## src/rtl/ureg_pkg.sv

```systemverilog
// Shared definitions for the universal register: the 3-bit operation codes
// decoded by the next-state logic and used by anything that drives MODE.
package ureg_pkg;

  localparam logic [2:0] MODE_HOLD = 3'b000;
  localparam logic [2:0] MODE_LOAD = 3'b001;
  localparam logic [2:0] MODE_SHL  = 3'b010;
  localparam logic [2:0] MODE_SHR  = 3'b011;
  localparam logic [2:0] MODE_ROL  = 3'b100;
  localparam logic [2:0] MODE_ROR  = 3'b101;
  localparam logic [2:0] MODE_INC  = 3'b110;
  localparam logic [2:0] MODE_DEC  = 3'b111;

endpackage

```

## src/rtl/ureg_next.sv

```systemverilog
// Combinational next-state datapath of the universal register: computes the
// candidate R, carry/shift-out and zero flag for the selected operation.
module ureg_next
  import ureg_pkg::*;
#(
  parameter int WIDTH = 8
) (
  input  logic [WIDTH-1:0] r,
  input  logic [2:0]       mode,
  input  logic [WIDTH-1:0] data,
  input  logic             sil,
  input  logic             sir,
  output logic [WIDTH-1:0] next_r,
  output logic             next_co,
  output logic             next_z
);

  localparam logic [WIDTH:0] ONE = {{WIDTH{1'b0}}, 1'b1};

  // One bit wider than R so the carry/borrow falls out as the MSB.
  logic [WIDTH:0] sum;

  // NOTE: every output gets a default before the case so no path can leave
  // one unassigned, which would otherwise infer a latch.
  always_comb begin
    next_r  = r;
    next_co = 1'b0;
    sum     = '0;
    case (mode)
      MODE_LOAD: next_r = data;
      MODE_SHL: begin
        next_r  = {r[WIDTH-2:0], sil};
        next_co = r[WIDTH-1];
      end
      MODE_SHR: begin
        next_r  = {sir, r[WIDTH-1:1]};
        next_co = r[0];
      end
      MODE_ROL: begin
        next_r  = {r[WIDTH-2:0], r[WIDTH-1]};
        next_co = r[WIDTH-1];
      end
      MODE_ROR: begin
        next_r  = {r[0], r[WIDTH-1:1]};
        next_co = r[0];
      end
      MODE_INC: begin
        sum     = {1'b0, r} + ONE;
        next_r  = sum[WIDTH-1:0];
        next_co = sum[WIDTH];
      end
      MODE_DEC: begin
        sum     = {1'b0, r} - ONE;
        next_r  = sum[WIDTH-1:0];
        next_co = sum[WIDTH];
      end
      default: ;  // MODE_HOLD: the top level does not update state
    endcase
    next_z = (next_r == '0);
  end

endmodule

```

## src/rtl/univ_register.sv

```systemverilog
// Universal register: WIDTH-bit storage with hold/load/shift/rotate/inc/dec,
// plus registered carry-out and zero flags. Synchronous active-high reset.
module univ_register
  import ureg_pkg::*;
#(
  parameter int               WIDTH  = 8,
  parameter logic [WIDTH-1:0] RSTVAL = '0
) (
  input  logic             CLK,
  input  logic             RST,
  input  logic             ENA,
  input  logic [2:0]       MODE,
  input  logic [WIDTH-1:0] DATA,
  input  logic             SIL,
  input  logic             SIR,
  output logic [WIDTH-1:0] R,
  output logic             CO,
  output logic             Z
);

  logic [WIDTH-1:0] next_r;
  logic             next_co;
  logic             next_z;

  ureg_next #(
    .WIDTH (WIDTH)
  ) u_next (
    .r       (R),
    .mode    (MODE),
    .data    (DATA),
    .sil     (SIL),
    .sir     (SIR),
    .next_r  (next_r),
    .next_co (next_co),
    .next_z  (next_z)
  );

  // HOLD keeps CO as well as R, so it is folded into the enable rather than
  // decoded as "R <= R" in the datapath.
  logic update;
  assign update = ENA && (MODE != MODE_HOLD);

  // NOTE: all state uses non-blocking assignments so every flop samples the
  // pre-edge value of R; blocking here would create order-dependent races.
  // NOTE: only these WIDTH+2 flops exist and all are reset, so the zero
  // flag is consistent with RSTVAL straight out of reset.
  always_ff @(posedge CLK) begin
    if (RST) begin
      R  <= RSTVAL;
      CO <= 1'b0;
      Z  <= (RSTVAL == '0);
    end else if (update) begin
      R  <= next_r;
      CO <= next_co;
      Z  <= next_z;
    end
  end

endmodule
```

## config.mk

```make
export PLATFORM = sky130hd
export DESIGN_NAME = univ_register
export DESIGN_NICKNAME = d
export VERILOG_FILES = /design/src/rtl/ureg_pkg.sv /design/src/rtl/ureg_next.sv /design/src/rtl/univ_register.sv
export SDC_FILE = /design/constraint.sdc
export NUM_CORES = 1
export LEC_CHECK = 0
export ABC_CLOCK_PERIOD_IN_PS = 2700
export BUFFER_PORTS_ARGS = -buffer_cell sky130_fd_sc_hd__buf_4
export CORE_AREA = 10 10 52 74
export DETAILED_ROUTE_END_ITERATION = 10
export DIE_AREA = 0 0 62 84
export GPL_TIMING_DRIVEN = 1
export PLACE_DENSITY = 0.76
export SETUP_SLACK_MARGIN = 0.05
export SYNTH_ARGS = -nofsm -noshare
export SYNTH_HDL_FRONTEND = slang
export SYNTH_HIERARCHICAL = 1
export SYNTH_SLANG_ARGS = --single-unit
```

## constraint.sdc

```tcl
create_clock -name CLK -period 2.7 [get_ports CLK]
set_clock_uncertainty 0.1 [all_clocks]
set_input_delay 0.27 -clock CLK [delete_from_list [all_inputs] [get_ports CLK]]
set_output_delay 0.27 -clock CLK [all_outputs]
set_load 0.02 [all_outputs]
```

==> summary.txt <==
POWER
------------------------------------------------------------------------------------
Clock network power share                                                      0.253
Fraction of power consumed by sequential logic                                 0.299
Leakage dissipation                                                     0.0006513 uW
Max VDD drop                                                               0.1865 mV
Logic gate share of total power                                                0.448
Switching power summed over all nets                                        225.8 uW
Power density over the cells                                            395.6 nW/um^2
Switching part of the total power                                             0.3694
Design internal power                                                       385.5 uW

CLOCKING
------------------------------------------------------------------------------------
Max clock buf depth                                                                2
Source-to-sink clock delay at the later pin of the worst-skew pair           0.24 ns
CTS H-tree depth                                                                   1
Total setup buffers inserted after CTS                                             0
Number of sinks handled by clock tree synthesis                                   10
Clock slew at reported path FFs                                              0.05 ns
Clock tree from TritonCTS                                                        yes
Cts bufs inserted                                                                  3
Post-CTS Hold Fix Bufs                                                             0
Post-cts repair resize count                                                       0
Root cell of the clock tree                                                 clkbuf_8

ROUTING
------------------------------------------------------------------------------------
Average vias per placed instance                                               6.159
Vias after detailed routing                                                    1,398
Pre-Repair DR Iteration Count                                                      4
1st-iter DRT viols                                                               113
Antenna viol nets, final                                                           0
Remaining DRCs                                                                     0
Total Wirelength                                                            3.862 mm
Average routed wire per standard cell                                   17.01 microns

GLOBAL ROUTING
------------------------------------------------------------------------------------
GR Overflow Total                                                                  0
Via count of the first global-routing pass                                     1,323
Number of antenna violations at the first check in global routing                  0
First-pass GRT wire length                                                  6.354 mm
Global routing usage summed across all routing layers                         0.1525
Maximum number of pins on one net before global-route repair                      32

TIMING
------------------------------------------------------------------------------------
Final number of hold-violating endpoints                                           0
Final Max Tran Viols                                                               0
Final Critical Period                                                       2.365 ns
Part of the cycle the worst path needs                                        0.8758
Worst-margin pin slew                                                      0.6511 ns
Sum of negative setup slack                                                     0 ns
Setup-failing EPs final                                                            0
Final worst setup slack                                                    0.3353 ns
RSZ-0062 raised after global routing                                           false
Achievable Freq                                                            422.9 MHz
Worst slew slack as a fraction of its limit                                   0.5659

YOSYS
------------------------------------------------------------------------------------
Mux share of post-synthesis cell area                                         0.1740
Post-synth EDFFs                                                                   0
Cell with the most instances after synthesis                                nand2b_1
Count of warnings emitted by yosys                                                 6
Synthesis-stage register bit count                                                10
Async set-reset flop share out of synthesis                                        0
Area share of the leading cell type in the synthesized netlist                0.1488
Post-Synthesis Mean Instance Area                                        7.730 sq um
Main combinational cell family by area after synthesis                  simple AND/OR/NAND/NOR gates
Share of the synthesized netlist area taken by xor and xnor gates            0.04558
Synth Cell Area                                                           1345 sq um
Number of nets in the synthesized netlist                                        192
Simple-gate area share of the yosys netlist                                   0.3200
Ranking of synthesized cells by instance count                          20 x nand2b_1, 15 x nor2_1, 11 x mux2i_1
Cell count after synthesis                                                       174
Most used DFF post-synth                                                     dfxtp_1
Unique cell type count in the Yosys netlist                                       50
Compound-gate portion of the synthesized area                                 0.1926
Largest area contributor in the synthesized netlist                          dfxtp_1
Leading cell types by total area after synthesis                        dfxtp_1 15%, nand2b_1 9.3%, mux2i_1 8.2%
Share of synthesized area occupied by flip-flops and latches                  0.1488
Synth Area in Adders                                                         0.01860

JOB
------------------------------------------------------------------------------------
Number of violations of the max-capacitance limit                                  0

CRITICAL PATH
------------------------------------------------------------------------------------
Critical path peak fanout                                                          5
Category of the worst setup path capture point                                  flop
Depth of the critical timing path with buffers and inverters included              9
Data arrival time at the worst-slack endpoint                                2.43 ns
Req. time, crit path                                                         2.76 ns
Worst-path cell with the longest stage delay                                  mux4_2
Crit path max-delay family                                              multiplexers
Crit start category                                                             flop
Delay of the slowest cell on the worst path                                  0.50 ns
Reg-to-Reg Start                                                                R[0]
Type of the worst setup path                                              reg -> reg
Cells along the critical path                                           inv_1 -> ha_1 -> mux2_4 -> mux4_2 -> nor3_1 -> nand3_1 -> nor4_2 -> nor2_1 -> mux2i_1
Worst Reg-to-Reg Cells                                                             9
Crit path buf inv count                                                            1
Worst setup path start                                                          R[0]

FLOORPLANNING
------------------------------------------------------------------------------------
CORE AREA                                                                 2619 sq um
Floorplan die area                                                        5208 sq um
Die extent in y                                                           84 microns
Starting density of the core                                                  0.5136
Ports                                                                             26
Row cnt                                                                           23
Width of the chip                                                         62 microns

PLACEMENT
------------------------------------------------------------------------------------
Detailed Place HPWL                                                         2.886 mm
Pre-CTS setup slack                                                        0.3729 ns
Final weighted congestion of routability-driven global placement              0.9050
Total of buffers placed on input and output ports                                 25
Post-Place Cells                                                                 224

CELLS AND AREA
------------------------------------------------------------------------------------
Register area                                                            200.2 sq um
Final net count                                                                  210
Layout cells sized above 1                                                    0.2421
Fill cell count                                                                  261
P&R area growth vs syn                                                        14.88%
Ant diodes                                                                         0
Final cell count without fillers                                                 227
Area occupied by multi-input gates                                        1010 sq um

MIN PATH
------------------------------------------------------------------------------------
Launch instance of the worst min-delay path                                      RST
Kind of path behind the tightest hold check                                in -> reg
Instance count along the most critical hold path                                   3

OUTCOME
------------------------------------------------------------------------------------
Run status                                                              finished clean

[cell families (layout without fill, tap and decap cells)]
family,after synthesis,count (layout)
DFF,10,10
adders and majority gates,2,2
muxes,19,19
and+or+nand+nor,76,76
xor gates and xnor gates,7,7
buffers and inverters,24,40
AOI/OAI and AO/OA,36,36
[per-layer routing]
layer | GRT usage | part of all wire | routed length (microns) | up-vias
li1 | - | - | - | 659
met1 | 0.1884 | 0.40 | 1530 | 639
met2 | 0.2416 | 0.49 | 1875 | 84
met3 | 0.01982 | 0.081 | 314 | 16
met4 | 0.07755 | 0.037 | 142 | 0
met5 | 0 | 0 | 0 | -
[registers in the layout, indices dropped and copies added (netlist names)]
register and count:
Z 1, CO 1, R 8
[path summary, 6_finish.rpt]
kind | end | slack (ns)
setup / recovery | Z | 0.34
hold / removal | Z | 0.31
setup reg to reg | Z | 0.34
hold reg to reg | CO | 0.38
[tightest hold or removal path: cells and delay by family]
family,cells,cell delay [ns]
buffers and inverters,1,0.17
muxes,1,0.10
and+or+nand+nor,1,0.06
[area by class of cell]
class | count | area share
multi-input combinational | 140 | 0.6534
tap | 37 | 0.02996
sequential | 10 | 0.1296
clock buffer | 3 | 0.02672
inverter | 8 | 0.01943
timing repair buffer | 29 | 0.1409
[power groups by stage]
stage               sequential [uW]  combinational (uW)  clock, uW
floorplan                       189                 192          0
global placement                183                 262          0
detailed placement              185                 269          0
CTS                             182                 271        156
global route                    185                 298        164
finish                          183                 274        155
[layout by cell type, fill, tap and decap left out, types with 3 or more instances in the layout]
cell type | synthesis | layout
nand2b_1 | 20 | 20
mux2i_1 | 11 | 11
clkbuf_8 | 0 | 3
buf_4 | 3 | 29
dfxtp_1 | 10 | 10
nor3_1 | 4 | 4
nand2_1 | 9 | 9
xor2_1 | 4 | 4
o21ai_0 | 9 | 9
a21oi_1 | 4 | 4
mux2_2 | 4 | 4
nor2_1 | 15 | 15
xnor2_1 | 3 | 3
inv_1 | 8 | 8
nand3_1 | 8 | 8
o221ai_1 | 4 | 4
[stage by stage]
stage / util / area, sq um / power [uW] / hold slack (ns)
after CTS: 0.5901 / 1545 / 608.7 / 0.3131
after global placement: 0.5743 / 1504 / 445.2 / 0.3603
after global routing: 0.5901 / 1545 / 647.4 / 0.3452
after floorplan: - / 1345 / 380.6 / 0.4460
final: 0.5901 / 1545 / 611.3 / 0.3144
after detailed placement: 0.5743 / 1504 / 453.6 / 0.3729
Power figures use the tool's default switching activity.
